File: config.mk
export PLATFORM = sky130hd
export DESIGN_NAME = wb_master_if
export DESIGN_NICKNAME = d
export VERILOG_FILES = /design/src/rtl/wb_master_if.sv
export SDC_FILE = /design/constraint.sdc
export NUM_CORES = 1
export LEC_CHECK = 0
export CORE_MARGIN = 2
export CORE_UTILIZATION = 35
export CTS_BUF_LIST = sky130_fd_sc_hd__clkbuf_8
export DETAILED_ROUTE_END_ITERATION = 10
export DONT_BUFFER_PORTS = 1
export PLACE_DENSITY_LB_ADDON = 0.1
export SETUP_SLACK_MARGIN = 0.4
export SYNTH_ARGS = -nofsm -noshare
export SYNTH_HDL_FRONTEND = slang
export SYNTH_SLANG_ARGS = --single-unit
File: constraint.sdc
create_clock -name clk -period 2.2 [get_ports clk]
set_clock_uncertainty 0.2 [all_clocks]
set_input_delay 0.44 -clock clk [delete_from_list [all_inputs] [get_ports clk]]
set_output_delay 0.44 -clock clk [all_outputs]
set_load 0.03 [all_outputs]
File: src/rtl/wb_master_if.sv
// -----------------------------------------------------------------------------
// wb_master_if : CPU-side single-access Wishbone classic master.
//
// A CPU access request is latched onto the Wishbone outputs. The pipeline is
// stalled until the slave acknowledges. Read data is returned combinationally
// in the ack cycle. If the pipeline is stalled by another source in the ack
// cycle, the data is held in rd_buf until the stall clears.
//
// Optional feature: define WB_TIMEOUT_EN to abort a bus cycle that has waited
// TIMEOUT_CYCLES cycles without ack. An abort pulses bus_err_o. Without the
// macro, the counter is not built, bus_err_o is tied low, and BUSY waits
// indefinitely.
// -----------------------------------------------------------------------------
module wb_master_if #(
    parameter int unsigned TIMEOUT_CYCLES = 255
) (
    input  logic        clk,
    input  logic        rst,
    // CPU side
    input  logic        cpu_ce_i,
    input  logic [31:0] cpu_addr_i,
    input  logic [31:0] cpu_data_i,
    input  logic        cpu_we_i,
    input  logic [3:0]  cpu_sel_i,
    input  logic        flush_i,
    input  logic        stall_i,
    output logic [31:0] cpu_data_o,
    output logic        stallreq_o,
    // Wishbone side
    input  logic [31:0] wb_data_i,
    input  logic        wb_ack_i,
    output logic [31:0] wb_addr_o,
    output logic [31:0] wb_data_o,
    output logic [3:0]  wb_sel_o,
    output logic        wb_we_o,
    output logic        wb_stb_o,
    output logic        wb_cyc_o,
    output logic        bus_err_o
);

    localparam logic [1:0] S_IDLE       = 2'd0;
    localparam logic [1:0] S_BUSY       = 2'd1;
    localparam logic [1:0] S_WAIT_STALL = 2'd2;

    logic [1:0]  r_state;
    logic [1:0]  w_state_next;

    logic [31:0] r_wb_addr;
    logic [31:0] r_wb_data;
    logic [3:0]  r_wb_sel;
    logic        r_wb_we;
    logic        r_wb_stb;
    logic        r_wb_cyc;
    logic [31:0] r_rd_buf;

    logic        w_start;
    logic        w_ack_busy;
    logic        w_flush_busy;
    logic        w_flush_wait;
    logic        w_timeout;
    logic        w_busy_end;

    // An ack is only meaningful while a cycle is outstanding. Ack wins over a
    // simultaneous flush.
    assign w_start      = (r_state == S_IDLE) && cpu_ce_i && !flush_i;
    assign w_ack_busy   = (r_state == S_BUSY) && wb_ack_i;
    assign w_flush_busy = (r_state == S_BUSY) && !wb_ack_i && flush_i;
    assign w_flush_wait = (r_state == S_WAIT_STALL) && flush_i;
    assign w_busy_end   = w_ack_busy || w_flush_busy || w_timeout;

`ifdef WB_TIMEOUT_EN
    localparam int unsigned CW = $clog2(TIMEOUT_CYCLES + 1);

    logic [CW-1:0] r_tmo_cnt;

    // A timeout fires once TIMEOUT_CYCLES full BUSY cycles have passed
    // without an ack. The firing cycle is itself the error-pulse cycle.
    assign w_timeout = (r_state == S_BUSY) && !wb_ack_i &&
                       (r_tmo_cnt == CW'(TIMEOUT_CYCLES));

    // Count BUSY cycles, restarting from zero on every new bus cycle.
    always_ff @(posedge clk or negedge rst) begin
        if (!rst) begin
            r_tmo_cnt <= '0;
        end else if (w_start) begin
            r_tmo_cnt <= '0;
        end else if (r_state == S_BUSY && !w_busy_end) begin
            r_tmo_cnt <= r_tmo_cnt + CW'(1);
        end
    end

    assign bus_err_o = rst && w_timeout;
`else
    assign w_timeout = 1'b0;
    assign bus_err_o = 1'b0;
`endif

    // Next-state selection for the IDLE / BUSY / WAIT_STALL controller.
    always_comb begin
        w_state_next = r_state;
        case (r_state)
            S_IDLE: begin
                if (w_start) begin
                    w_state_next = S_BUSY;
                end
            end
            S_BUSY: begin
                if (wb_ack_i) begin
                    w_state_next = stall_i ? S_WAIT_STALL : S_IDLE;
                end else if (flush_i || w_timeout) begin
                    w_state_next = S_IDLE;
                end
            end
            S_WAIT_STALL: begin
                if (flush_i || !stall_i) begin
                    w_state_next = S_IDLE;
                end
            end
            default: w_state_next = S_IDLE;
        endcase
    end

    // State register.
    always_ff @(posedge clk or negedge rst) begin
        if (!rst) begin
            r_state <= S_IDLE;
        end else begin
            r_state <= w_state_next;
        end
    end

    // Wishbone request registers: loaded on start, held stable through BUSY,
    // cleared when the cycle ends by ack, flush or timeout.
    always_ff @(posedge clk or negedge rst) begin
        if (!rst) begin
            r_wb_addr <= '0;
            r_wb_data <= '0;
            r_wb_sel  <= '0;
            r_wb_we   <= 1'b0;
            r_wb_stb  <= 1'b0;
            r_wb_cyc  <= 1'b0;
        end else if (w_start) begin
            r_wb_addr <= cpu_addr_i;
            r_wb_data <= cpu_data_i;
            r_wb_sel  <= cpu_sel_i;
            r_wb_we   <= cpu_we_i;
            r_wb_stb  <= 1'b1;
            r_wb_cyc  <= 1'b1;
        end else if (w_busy_end) begin
            r_wb_addr <= '0;
            r_wb_data <= '0;
            r_wb_sel  <= '0;
            r_wb_we   <= 1'b0;
            r_wb_stb  <= 1'b0;
            r_wb_cyc  <= 1'b0;
        end
    end

    // Read buffer: holds acked read data while the pipeline is stalled
    // elsewhere. A write ack clears it so stale read data is never returned.
    always_ff @(posedge clk or negedge rst) begin
        if (!rst) begin
            r_rd_buf <= '0;
        end else if (w_ack_busy) begin
            r_rd_buf <= r_wb_we ? 32'd0 : wb_data_i;
        end else if (w_flush_busy || w_flush_wait) begin
            r_rd_buf <= '0;
        end
    end

    // CPU-side responses: the stall request and the returned data. Both are
    // held low while reset is asserted.
    always_comb begin
        stallreq_o = 1'b0;
        cpu_data_o = 32'd0;
        if (rst) begin
            case (r_state)
                S_IDLE: begin
                    stallreq_o = cpu_ce_i && !flush_i;
                end
                S_BUSY: begin
                    stallreq_o = !wb_ack_i && !w_timeout;
                    if (wb_ack_i && !r_wb_we) begin
                        cpu_data_o = wb_data_i;
                    end
                end
                S_WAIT_STALL: begin
                    cpu_data_o = r_rd_buf;
                end
                default: begin
                    stallreq_o = 1'b0;
                    cpu_data_o = 32'd0;
                end
            endcase
        end
    end

    assign wb_addr_o = r_wb_addr;
    assign wb_data_o = r_wb_data;
    assign wb_sel_o  = r_wb_sel;
    assign wb_we_o   = r_wb_we;
    assign wb_stb_o  = r_wb_stb;
    assign wb_cyc_o  = r_wb_cyc;

endmodule
# After elaboration in Yosys (flattened, before gate mapping)
# Cells that the tools add are included.
# classes
eq_ne	5
n_mux	22
reduce_logical	19
# ops
operator	n
32-bit two-way mux	8
32-bit one-hot mux with 2 select lines	1
2-bit two-way mux	5
1-bit logical AND	8
4-bit two-way mux	2
2-bit one-hot mux with 3 select lines	1
1-bit zero test	4
1-bit two-way mux	4
2-bit nonzero test	2
1-bit logical OR	3
3-bit != test, second input constant	1
3-bit AND reduction	1
2-bit by 1-bit equality test with 1-bit output, second input constant	1
2-bit equality test, second input constant	1
2-bit zero test	1
2-bit by 1-bit != test with 1-bit output, second input constant	1
2-bit != test, second input constant	1
1-bit one-hot mux with 2 select lines	1
# totals
ff_bits	104
output_inout_bits	105

# Logic depth before layout (Yosys ltp)
# Gate-level depths: netlist of the first run.
# logic_depth
ltp_word	6
ltp_mapped	8

# Worst setup path after synthesis of the first run
# Ideal clock, no wire load.
# synth_path
path_type	flip-flop to output port
startpoint	register r_state[0]
endpoint	output port cpu_data_o[10]
arrival_time_ns	1.628
path_slack_ns	-0.068
path_stages_with_launch	7
path_cell_list	dfrtp_1 inv_1 ha_1 clkbuf_1 clkbuf_1 a22oi_1 nor2_1
# synth_via
elab_chain_len	3
elab_cells_between_ends	4
# synth_rtl
element	line_no	source
start: declaration	45	logic [1:0] r_state;
start signal: assignment	128	r_state <= w_state_next;
2-bit equality test / 2-bit by 1-bit equality test with 1-bit output (equally long branches)	177	case (r_state)
32-bit one-hot mux with 2 select lines *	177	
32-bit two-way mux *	176	if (rst) begin
end: declaration	27	output logic [31:0] cpu_data_o,
# Every way passes the cells marked *; elsewhere a longest branch is shown, timed or not.

# Worst setup path in the final report of the first run
# layout_path
startpoint	register r_state[0]
endpoint	output port cpu_data_o[9]
# Same word-level chain as after synthesis.

==> results.yml, run 1 <==
logic_synthesis:
  ys_seq_elements: 104
  synth_area_leaders: "dfrtp_1 (62%), a22o_1 (21%), a22oi_1 (5.9%)"
  synth-edff-count: 0
  synth_top_area_share_pct: 61.7
  syn_nets: 440
  syn_area_um2: 4220
  ys.flop_type: "dfrtp_1"
  ys_top_cells_by_count: "dfrtp_1 (104), a22o_1 (102), a22oi_1 (33)"
  synth.most_common_cell: "dfrtp_1"
  synthesis.instances: 329
  yosysWarnings: 0
  yosysSeqAreaShare_pct: 61.7
  ys_types: 23
  synth_area_leader_cell: "dfrtp_1"
  avgSynthCellArea_um2: 12.8
  async_flop_share_pct: 100
die:
  ios: 212
  core_region_area_um2: 11900
  fp.dieW_um: 114
  fp-row-count: 40
  die_height_um: 114
  initial_core_util_pct: 35.5
  die_area_um2: 12900
worst_setup_path:
  r2r-end: "wb_data_o[3]"
  startpoint_type: "flip-flop"
  r2r_start: "r_state[1]"
  arrival_ns: 1.82
  critPathKind: "flip-flop to primary output"
  reg2reg_slack_ns: 0.02
  end_kind: "primary output"
  rr_worst_depth: 10
  cp.required_ns: 1.56
  cp_max_fo: 16
placed_design:
  dpl.hpwl_mm: 6.99
  io_buffer_count: 0
  dp_cells: 457
  place.gp.congestion: 0.737
  placed_cell_area_um2: 4690
clock_tree:
  cts_made_buffers: 9
  clock_latency_ns: 0.37
  cts.sink_count: 104
  clockBufferDepth: 2
  cts_tree: "built"
  clk_pin_slew_ns: 0.10
  cts-htree-levels: 3
  clockRootBuffer: "clkbuf_8"
power:
  power.density_nw_per_um2: 1390
  power.total_mw: 9.49
  ir_drop_uv: 682
  p_leak_nw: 2.90
grt:
  grt_util_met2_pct: 35.7
  grt_pass1_vias: 3732
  grt_pass1_wl_mm: 21.9
  grt.met1_usage_pct: 29.2
  met3_usage_pct: 6.75
  grt_max_degree: 107
  antenna_found_initial: 0
  globalRouteTotalUtil_pct: 22.3
  grt_overflow: 0
  top_usage_layer: "met2"
timing:
  rsz0062_at_grt: "yes"
  clock.fmax_mhz: 407
  setup_violations: 33
  fin_tns_setup_ns: -7.30
  tightestPinTransition_ns: 0.588
  post-route-period-util_pct: 112
  slew_headroom_pct: 60.8
  hold_ws_ns: -0.445
  hold_violations: 104
  fin_crit_ns: 2.46
  slew_violations: 0
  worst_slack_ns: -0.258
routing:
  ant_nets: 0
  routed_wirelength_mm: 14.0
  drtIter0Drc: 189
  vias_per_cell: 5.66
  drc_errors: 0
  vias: 3430
  wl_per_cell_um: 23.1
  firstDrtPassIters: 4
finish:
  design_area_um2: 6810
  antenna_cells: 0
  drive_above_1_share_pct: 29.2
  area_growth_pct: 61.6
  nets: 565
  fillers: 930
  instances_no_fill: 606
outcome:
  violations: "hold timing, setup timing"
  status: "complete, but fails checks"
flow_run:
  drv_cap: 0
worst_hold_path:
  hold_path.class: "input pin to asynchronous set/reset pin"
[metrics by stage]
stage	util, %	setup slack, ns
detailed placement	39.5	0.0895
finish	57.4	-0.258
global placement	39.5	0.115
floorplan	-	0.210
CTS	56.7	-0.270
global route	57.4	-0.373
[final cells by class]
cell class	instances	area (um2)	share of cell area, %
multi-input cells	187	1890	27.7
inverters	5	18.8	0.275
clock buffers	10	138	2.02
well taps	147	184	2.70
clock inverters	6	91.3	1.34
repair buffers	147	1890	27.7
flip-flops and latches	104	2600	38.2
[repair_timing]
action	CTS	global route
endpoints found under the setup margin	135	136
hold endpoints to repair	198	109
pin swaps	42	15
hold buffers	94	5
setup buffers	17	0
gates cloned	17	0
gates resized for setup	66	8
[worst max-delay path, stage by stage (launching register included)]
cell     delay (ns)
dfrtp_1        0.45
ha_4           0.18
nor3b_4        0.15
buf_4          0.14
buf_12         0.15
a22oi_1        0.27
nor2_4         0.11
[cell families (layout without fill, tap and decap cells)]
logic type               Yosys count  in the layout  share of synthesized area (%)
AO/OA/AOI/OAI                    143            143                           28.3
flip-flops                       104            104                           61.7
adder cells (fa/ha/maj)            4              4                           1.19
AND/OR/NAND/NOR                   38             38                           4.01
buffers and inverters             38            168                           4.48
other                              1              1                         0.0889
multiplexers                       1              1                          0.237
[how the worst max path moves through the flow]
stage	start	to	cells past startpoint
floorplan	r_state[0]	cpu_data_o[10]	6
global placement	r_state[0]	wb_addr_o[8]	6
detailed placement	r_state[0]	wb_data_o[10]	6
CTS	r_state[1]	cpu_data_o[2]	7
global route	r_state[1]	cpu_data_o[9]	7
finish	r_state[0]	cpu_data_o[9]	6
[registers in the layout, indices dropped and copies added, names as in the netlist]
register and flops:
r_state 2, wb_data_o 32, wb_sel_o 4, wb_cyc_o 1, wb_we_o 1, wb_addr_o 32
r_rd_buf 32
[power breakdown]
| part | internal, mW | switching [mW] |
|---|---|---|
| clock network | 0.678 | 0.683 |
| logic | 2.04 | 1.62 |
| registers | 2.71 | 1.76 |
[layer usage]
metal / vias to the layer above / wire [um]
met2: 176 / 6990
met5: - / 0
met3: 19 / 927
met4: 0 / 267
met1: 1730 / 5830
li1: 1505 / -
[cells in the final DEF, fill, tap and decap left out]
cell type        n
a21oi_4          1
mux2i_1          1
inv_2            3
nor3b_4          3
o21bai_1         2
a22oi_1         11
bufinv_16        2
nand2_8          1
clkbuf_8        10
a22oi_2         22
conb_1           1
nor2_4          32
clkinv_2         1
dfrtp_1        104
nor2_2           1
a22o_1         102
buf_4           11
dlygate4sd3_1   99
buf_8            1
o21ai_0          2
inv_1            2
o21a_4           1
buf_16          15
bufbuf_16        3
buf_6            8
a21oi_2          1
o2111ai_1        1
buf_12          10
nor2b_2          1
ha_4             4
inv_8            1
clkinvlp_4       2
Power figures use the tool's default switching activity.
==> run 2: changes to the inputs <==
Settings changed: CELL_PAD_IN_SITES_DETAIL_PLACEMENT from default to 0, CELL_PAD_IN_SITES_GLOBAL_PLACEMENT from default to 1, CORE_UTILIZATION 35 to 30, CTS_BUF_LIST sky130_fd_sc_hd__clkbuf_8 to sky130_fd_sc_hd__clkbuf_4 sky130_fd_sc_hd__clkbuf_8 sky130_fd_sc_hd__clkbuf_16, DONT_BUFFER_PORTS 1 to default.
==> results.yml, run 2 (same netlist as run 1, synthesis figures left out) <==
outcome:
  status: "complete, but fails checks"
  violations: "setup timing"
worst_setup_path:
  crit_path_max_incr_delay_ns: 0.40
  cp.required_ns: 1.56
  slowest_stage: "dfrtp_2"
  crit_family: "buffers and inverters"
  crit_start: "r_state[0]"
  r2r-end: "wb_addr_o[8]"
  end_kind: "primary output"
  r2r_start: "r_state[0]"
  cp_max_fo: 6
  rr_worst_depth: 11
  reg2reg_slack_ns: 0.04
  critPathBufInv: 5
  critPathKind: "flip-flop to primary output"
  arrival_ns: 1.79
  crit_chain: "buf_6 -> inv_6 -> ha_4 -> nand2_8 -> buf_12 -> buf_16 -> nor2_4 -> buf_6"
  startpoint_type: "flip-flop"
  path_common_cell: "buf_6"
clock_tree:
  cts_made_buffers: 9
  clockBufferDepth: 2
  clk_pin_slew_ns: 0.07
  clock_latency_ns: 0.34
  clockRootBuffer: "clkbuf_16"
  cts.sink_count: 104
  cts-htree-levels: 3
  cts_tree: "built"
timing:
  post-route-period-util_pct: 110
  slew_violations: 0
  fin_crit_ns: 2.43
  setup_violations: 33
  fin_tns_setup_ns: -6.37
  clock.fmax_mhz: 412
  rsz0062_at_grt: "yes"
  worst_slack_ns: -0.229
  slew_headroom_pct: 54.5
  tightestPinTransition_ns: 0.683
  hold_violations: 0
grt:
  grt.met1_usage_pct: 25.9
  met3_usage_pct: 6.23
  top_usage_layer: "met2"
  globalRouteTotalUtil_pct: 20.4
  antenna_found_initial: 0
  grt_util_met2_pct: 33.1
  grt_overflow: 0
  grt_max_degree: 54
  grt_pass1_vias: 4265
  grt_pass1_wl_mm: 23.3
routing:
  drc_errors: 0
  routed_wirelength_mm: 15.4
  vias_per_cell: 5.10
  ant_nets: 0
  drtIter0Drc: 184
  vias: 3908
  wl_per_cell_um: 20.1
  firstDrtPassIters: 4
flow_run:
  drv_cap: 0
power:
  power.density_nw_per_um2: 1320
  ir_drop_uv: 693
  power.total_mw: 10.9
  p_leak_nw: 3.69
finish:
  mostFrequentLayoutCell: "clkdlybuf4s50_1"
  instances_no_fill: 766
  antenna_cells: 0
  drive_above_1_share_pct: 34.1
  design_area_um2: 8250
  area_growth_pct: 95.7
  final_cell_mix: "clkdlybuf4s50_1 (104), dfrtp_1 (103), a22o_1 (102)"
  fin_util_pct: 59.7
  fillers: 1117
  nets: 692
die:
  die_height_um: 123
  core_region_area_um2: 13800
  fp.dieW_um: 123
  ios: 212
  initial_core_util_pct: 30.5
  die_area_um2: 15000
  fp-row-count: 43
placed_design:
  placed_cell_area_um2: 6890
  io_buffer_count: 210
  place.gp.congestion: 0.752
  dp_cells: 712
  dpl.hpwl_mm: 9.14
worst_hold_path:
  hold_path.class: "input pin to asynchronous set/reset pin"
-- run 2: layer usage --
| metal | wire length, um | share of wire (%) | up-vias |
|---|---|---|---|
| met5 | 0 | 0 | - |
| met4 | 216 | 1.4 | 0 |
| met3 | 1320 | 8.5 | 14 |
| met2 | 7510 | 49 | 164 |
| met1 | 6390 | 41 | 1958 |
| li1 | - | - | 1772 |
-- run 2: per-stage QoR --
step | hold slack [ns] | worst slack, ns
2_1_floorplan | -0.0556 | 0.210
3_3_place_gp | 0.283 | -0.288
3_5_place_dp | 0.282 | -0.298
4_1_cts | 0.0328 | -0.231
5_1_grt | 0.0581 | -0.295
6_report | 0.0233 | -0.229
-- run 2: what timing repair did --
action / CTS / global route
gates cloned: 14 / 6
hold buffers: 1 / 0
pin swaps: 22 / 47
resized for setup: 190 / 32
buffers inserted: 13 / 4
hold endpoints to repair: 19 / 0
setup endpoints to repair: 186 / 160
-- run 2: worst reg2reg max path: stages, from the launching register on --
cell       delay, ns
dfrtp_2         0.43
buf_6           0.14
inv_6           0.06
ha_4            0.14
nor3b_4         0.21
buf_4           0.14
buf_6           0.09
buf_6           0.10
nor2_4          0.05
buf_12          0.15
clkbuf_16       0.17
a22o_1          0.18
-- run 2: power breakdown --
part,switching [mW],internal [mW]
clock,0.702,0.944
combinational,3.14,2.83
sequential,0.541,2.74
total,4.38,6.51
-- run 2: worst max path at each step --
| stage | end | slack, ns | cells after the start |
|---|---|---|---|
| floorplan | cpu_data_o[10] | 0.21 | 6 |
| global placement | cpu_data_o[18] | -0.29 | 7 |
| detailed placement | cpu_data_o[29] | -0.30 | 7 |
| CTS | cpu_data_o[15] | -0.23 | 8 |
| global route | cpu_data_o[31] | -0.29 | 8 |
| finish | cpu_data_o[31] | -0.23 | 8 |
-- run 2: area by class of cell --
| type | count | area (um2) | share of cell area (%) |
|---|---|---|---|
| repair buffers | 274 | 3160 | 38.3 |
| flip-flops and latches | 104 | 2600 | 31.6 |
| multi-input cells | 187 | 1930 | 23.4 |
| clock buffers | 12 | 254 | 3.08 |
| well taps | 180 | 225 | 2.73 |
| clock inverters | 4 | 52.6 | 0.637 |
| inverters | 5 | 23.8 | 0.288 |
==> run 3: changes to the inputs <==
Settings changed: HOLD_SLACK_MARGIN from default to 0.1, SETUP_SLACK_MARGIN 0.4 to 0.5.
==> results.yml, run 3 (same netlist as run 1, synthesis figures left out) <==
worst_setup_path:
  startpoint_type: "flip-flop"
  crit_chain: "buf_4 -> buf_4 -> ha_4 -> clkbuf_16 -> a22oi_2 -> nor2_4 -> buf_6"
  r2r_start: "r_state[0]"
  critPathKind: "flip-flop to primary output"
  cp_max_fo: 17
  crit_path_max_incr_delay_ns: 0.39
  slowest_stage: "dfrtp_1"
  arrival_ns: 1.79
  crit_start: "r_state[1]"
  cp.required_ns: 1.56
  crit_family: "buffers and inverters"
  reg2reg_slack_ns: -0.15
  critPathBufInv: 4
  path_common_cell: "buf_4"
  end_kind: "primary output"
routing:
  drc_errors: 0
  drtIter0Drc: 163
  wl_per_cell_um: 19.3
  firstDrtPassIters: 4
  ant_nets: 0
  routed_wirelength_mm: 14.6
  vias_per_cell: 4.97
  vias: 3759
clock_tree:
  clockRootBuffer: "clkbuf_16"
  clk_pin_slew_ns: 0.07
  cts-htree-levels: 3
  cts.sink_count: 104
  cts_tree: "built"
  clockBufferDepth: 2
  clock_latency_ns: 0.35
  cts_made_buffers: 9
die:
  die_height_um: 123
  initial_core_util_pct: 30.5
  die_area_um2: 15000
  fp-row-count: 43
  core_region_area_um2: 13800
  fp.dieW_um: 123
  ios: 212
power:
  p_leak_nw: 3.48
  power.density_nw_per_um2: 1350
  ir_drop_uv: 609
outcome:
  status: "complete, but fails checks"
  violations: "setup timing"
placed_design:
  dp_cells: 708
  place.gp.congestion: 0.801
  dpl.hpwl_mm: 9.01
  io_buffer_count: 210
  place_ws_ns: -0.306
timing:
  hold_violations: 0
  fin_crit_ns: 2.43
  worst_slack_ns: -0.228
  tightestPinTransition_ns: 1.01
  slew_violations: 0
  rsz0062_at_grt: "yes"
  post-route-period-util_pct: 110
  clock.fmax_mhz: 412
  setup_violations: 56
  slew_headroom_pct: 32.4
worst_hold_path:
  hold_path.class: "input pin to asynchronous set/reset pin"
grt:
  grt_overflow: 0
  antenna_found_initial: 0
  globalRouteTotalUtil_pct: 19.4
  grt_max_degree: 81
  grt_pass1_wl_mm: 22.1
  grt_pass1_vias: 4024
finish:
  mostFrequentLayoutCell: "clkdlybuf4s50_1"
  area_growth_pct: 83.7
  instances_no_fill: 757
  final_cell_mix: "clkdlybuf4s50_1 (104), a22o_1 (102), dfrtp_1 (102)"
  drive_above_1_share_pct: 44.5
  antenna_cells: 0
  nets: 684
flow_run:
  drv_cap: 0
==> run 3: changes by cell type in the layout (fill, tap and decap cells not counted), sizes merged, moves of 2 or more <==
cell	previous run	this run
dlygate4sd2	47	1
clkbuf	23	12
buf	90	148
bufbuf	1	3
clkdlybuf4s15	20	6
==> run 3: path summary, 6_finish.rpt <==
kind,end,depth (start not counted)
min in group clk,wb_addr_o[13],1
worst max-delay path,cpu_data_o[0],7
max in group asynchronous,wb_data_o[24],2
worst min register to register,wb_addr_o[13],1
worst max register to register,wb_addr_o[0],10
worst min-delay path,wb_addr_o[1],2
==> run 3: cell type report <==
cell class                      instances  area (um2)
Inverter                                5        18.8
Fill cell                            1223        6080
Tap cell                              180         225
Clock buffer                            9         225
Multi-Input combinational cell        187        1940
Timing Repair Buffer                  266        2640
Sequential cell                       104        2610
Clock inverter                          6        90.1
==> run 3: per-layer routing <==
metal | vias to the layer above | routed length (um) | global-route usage [%]
met5 | - | 0 | 0
met4 | 0 | 196 | 5.32
met3 | 12 | 1240 | 8.22
met2 | 147 | 7190 | 30.7
met1 | 1862 | 6020 | 24.4
li1 | 1738 | - | -
==> run 3: where the power goes <==
group          switching [mW]  leakage, nW  total (mW)  internal, mW
Clock                   0.722        0.152        1.72         0.997
Combinational            3.02         1.97        5.48          2.46
Sequential              0.528         1.36        3.26          2.74
==> run 3: per-stage QoR <==
step                      area, um2  hold WS [ns]  utilization (%)  TNS [ns]  power [mW]
after floorplan                4560       -0.0556                -         0        6.14
after global placement         6840         0.281             49.5     -8.65        8.11
after detailed placement       6840         0.280             49.5     -8.94        8.12
after CTS                      7890         0.253             57.1     -7.72        10.6
after global routing           7750         0.301             56.0    -16.43        11.0
final                          7750         0.204             56.0     -8.66        10.5
==> run 3: what timing repair did <==
| item | 4_1_cts | 5_1_grt |
|---|---|---|
| endpoints found under the setup margin | 207 | 199 |
| pin swaps | 33 | 18 |
| gates cloned | 8 | 5 |
| endpoints found under the hold margin | 24 | 0 |
| hold buffers | 1 | 0 |
| buffers inserted | 13 | 7 |
| resized for setup | 313 | 143 |
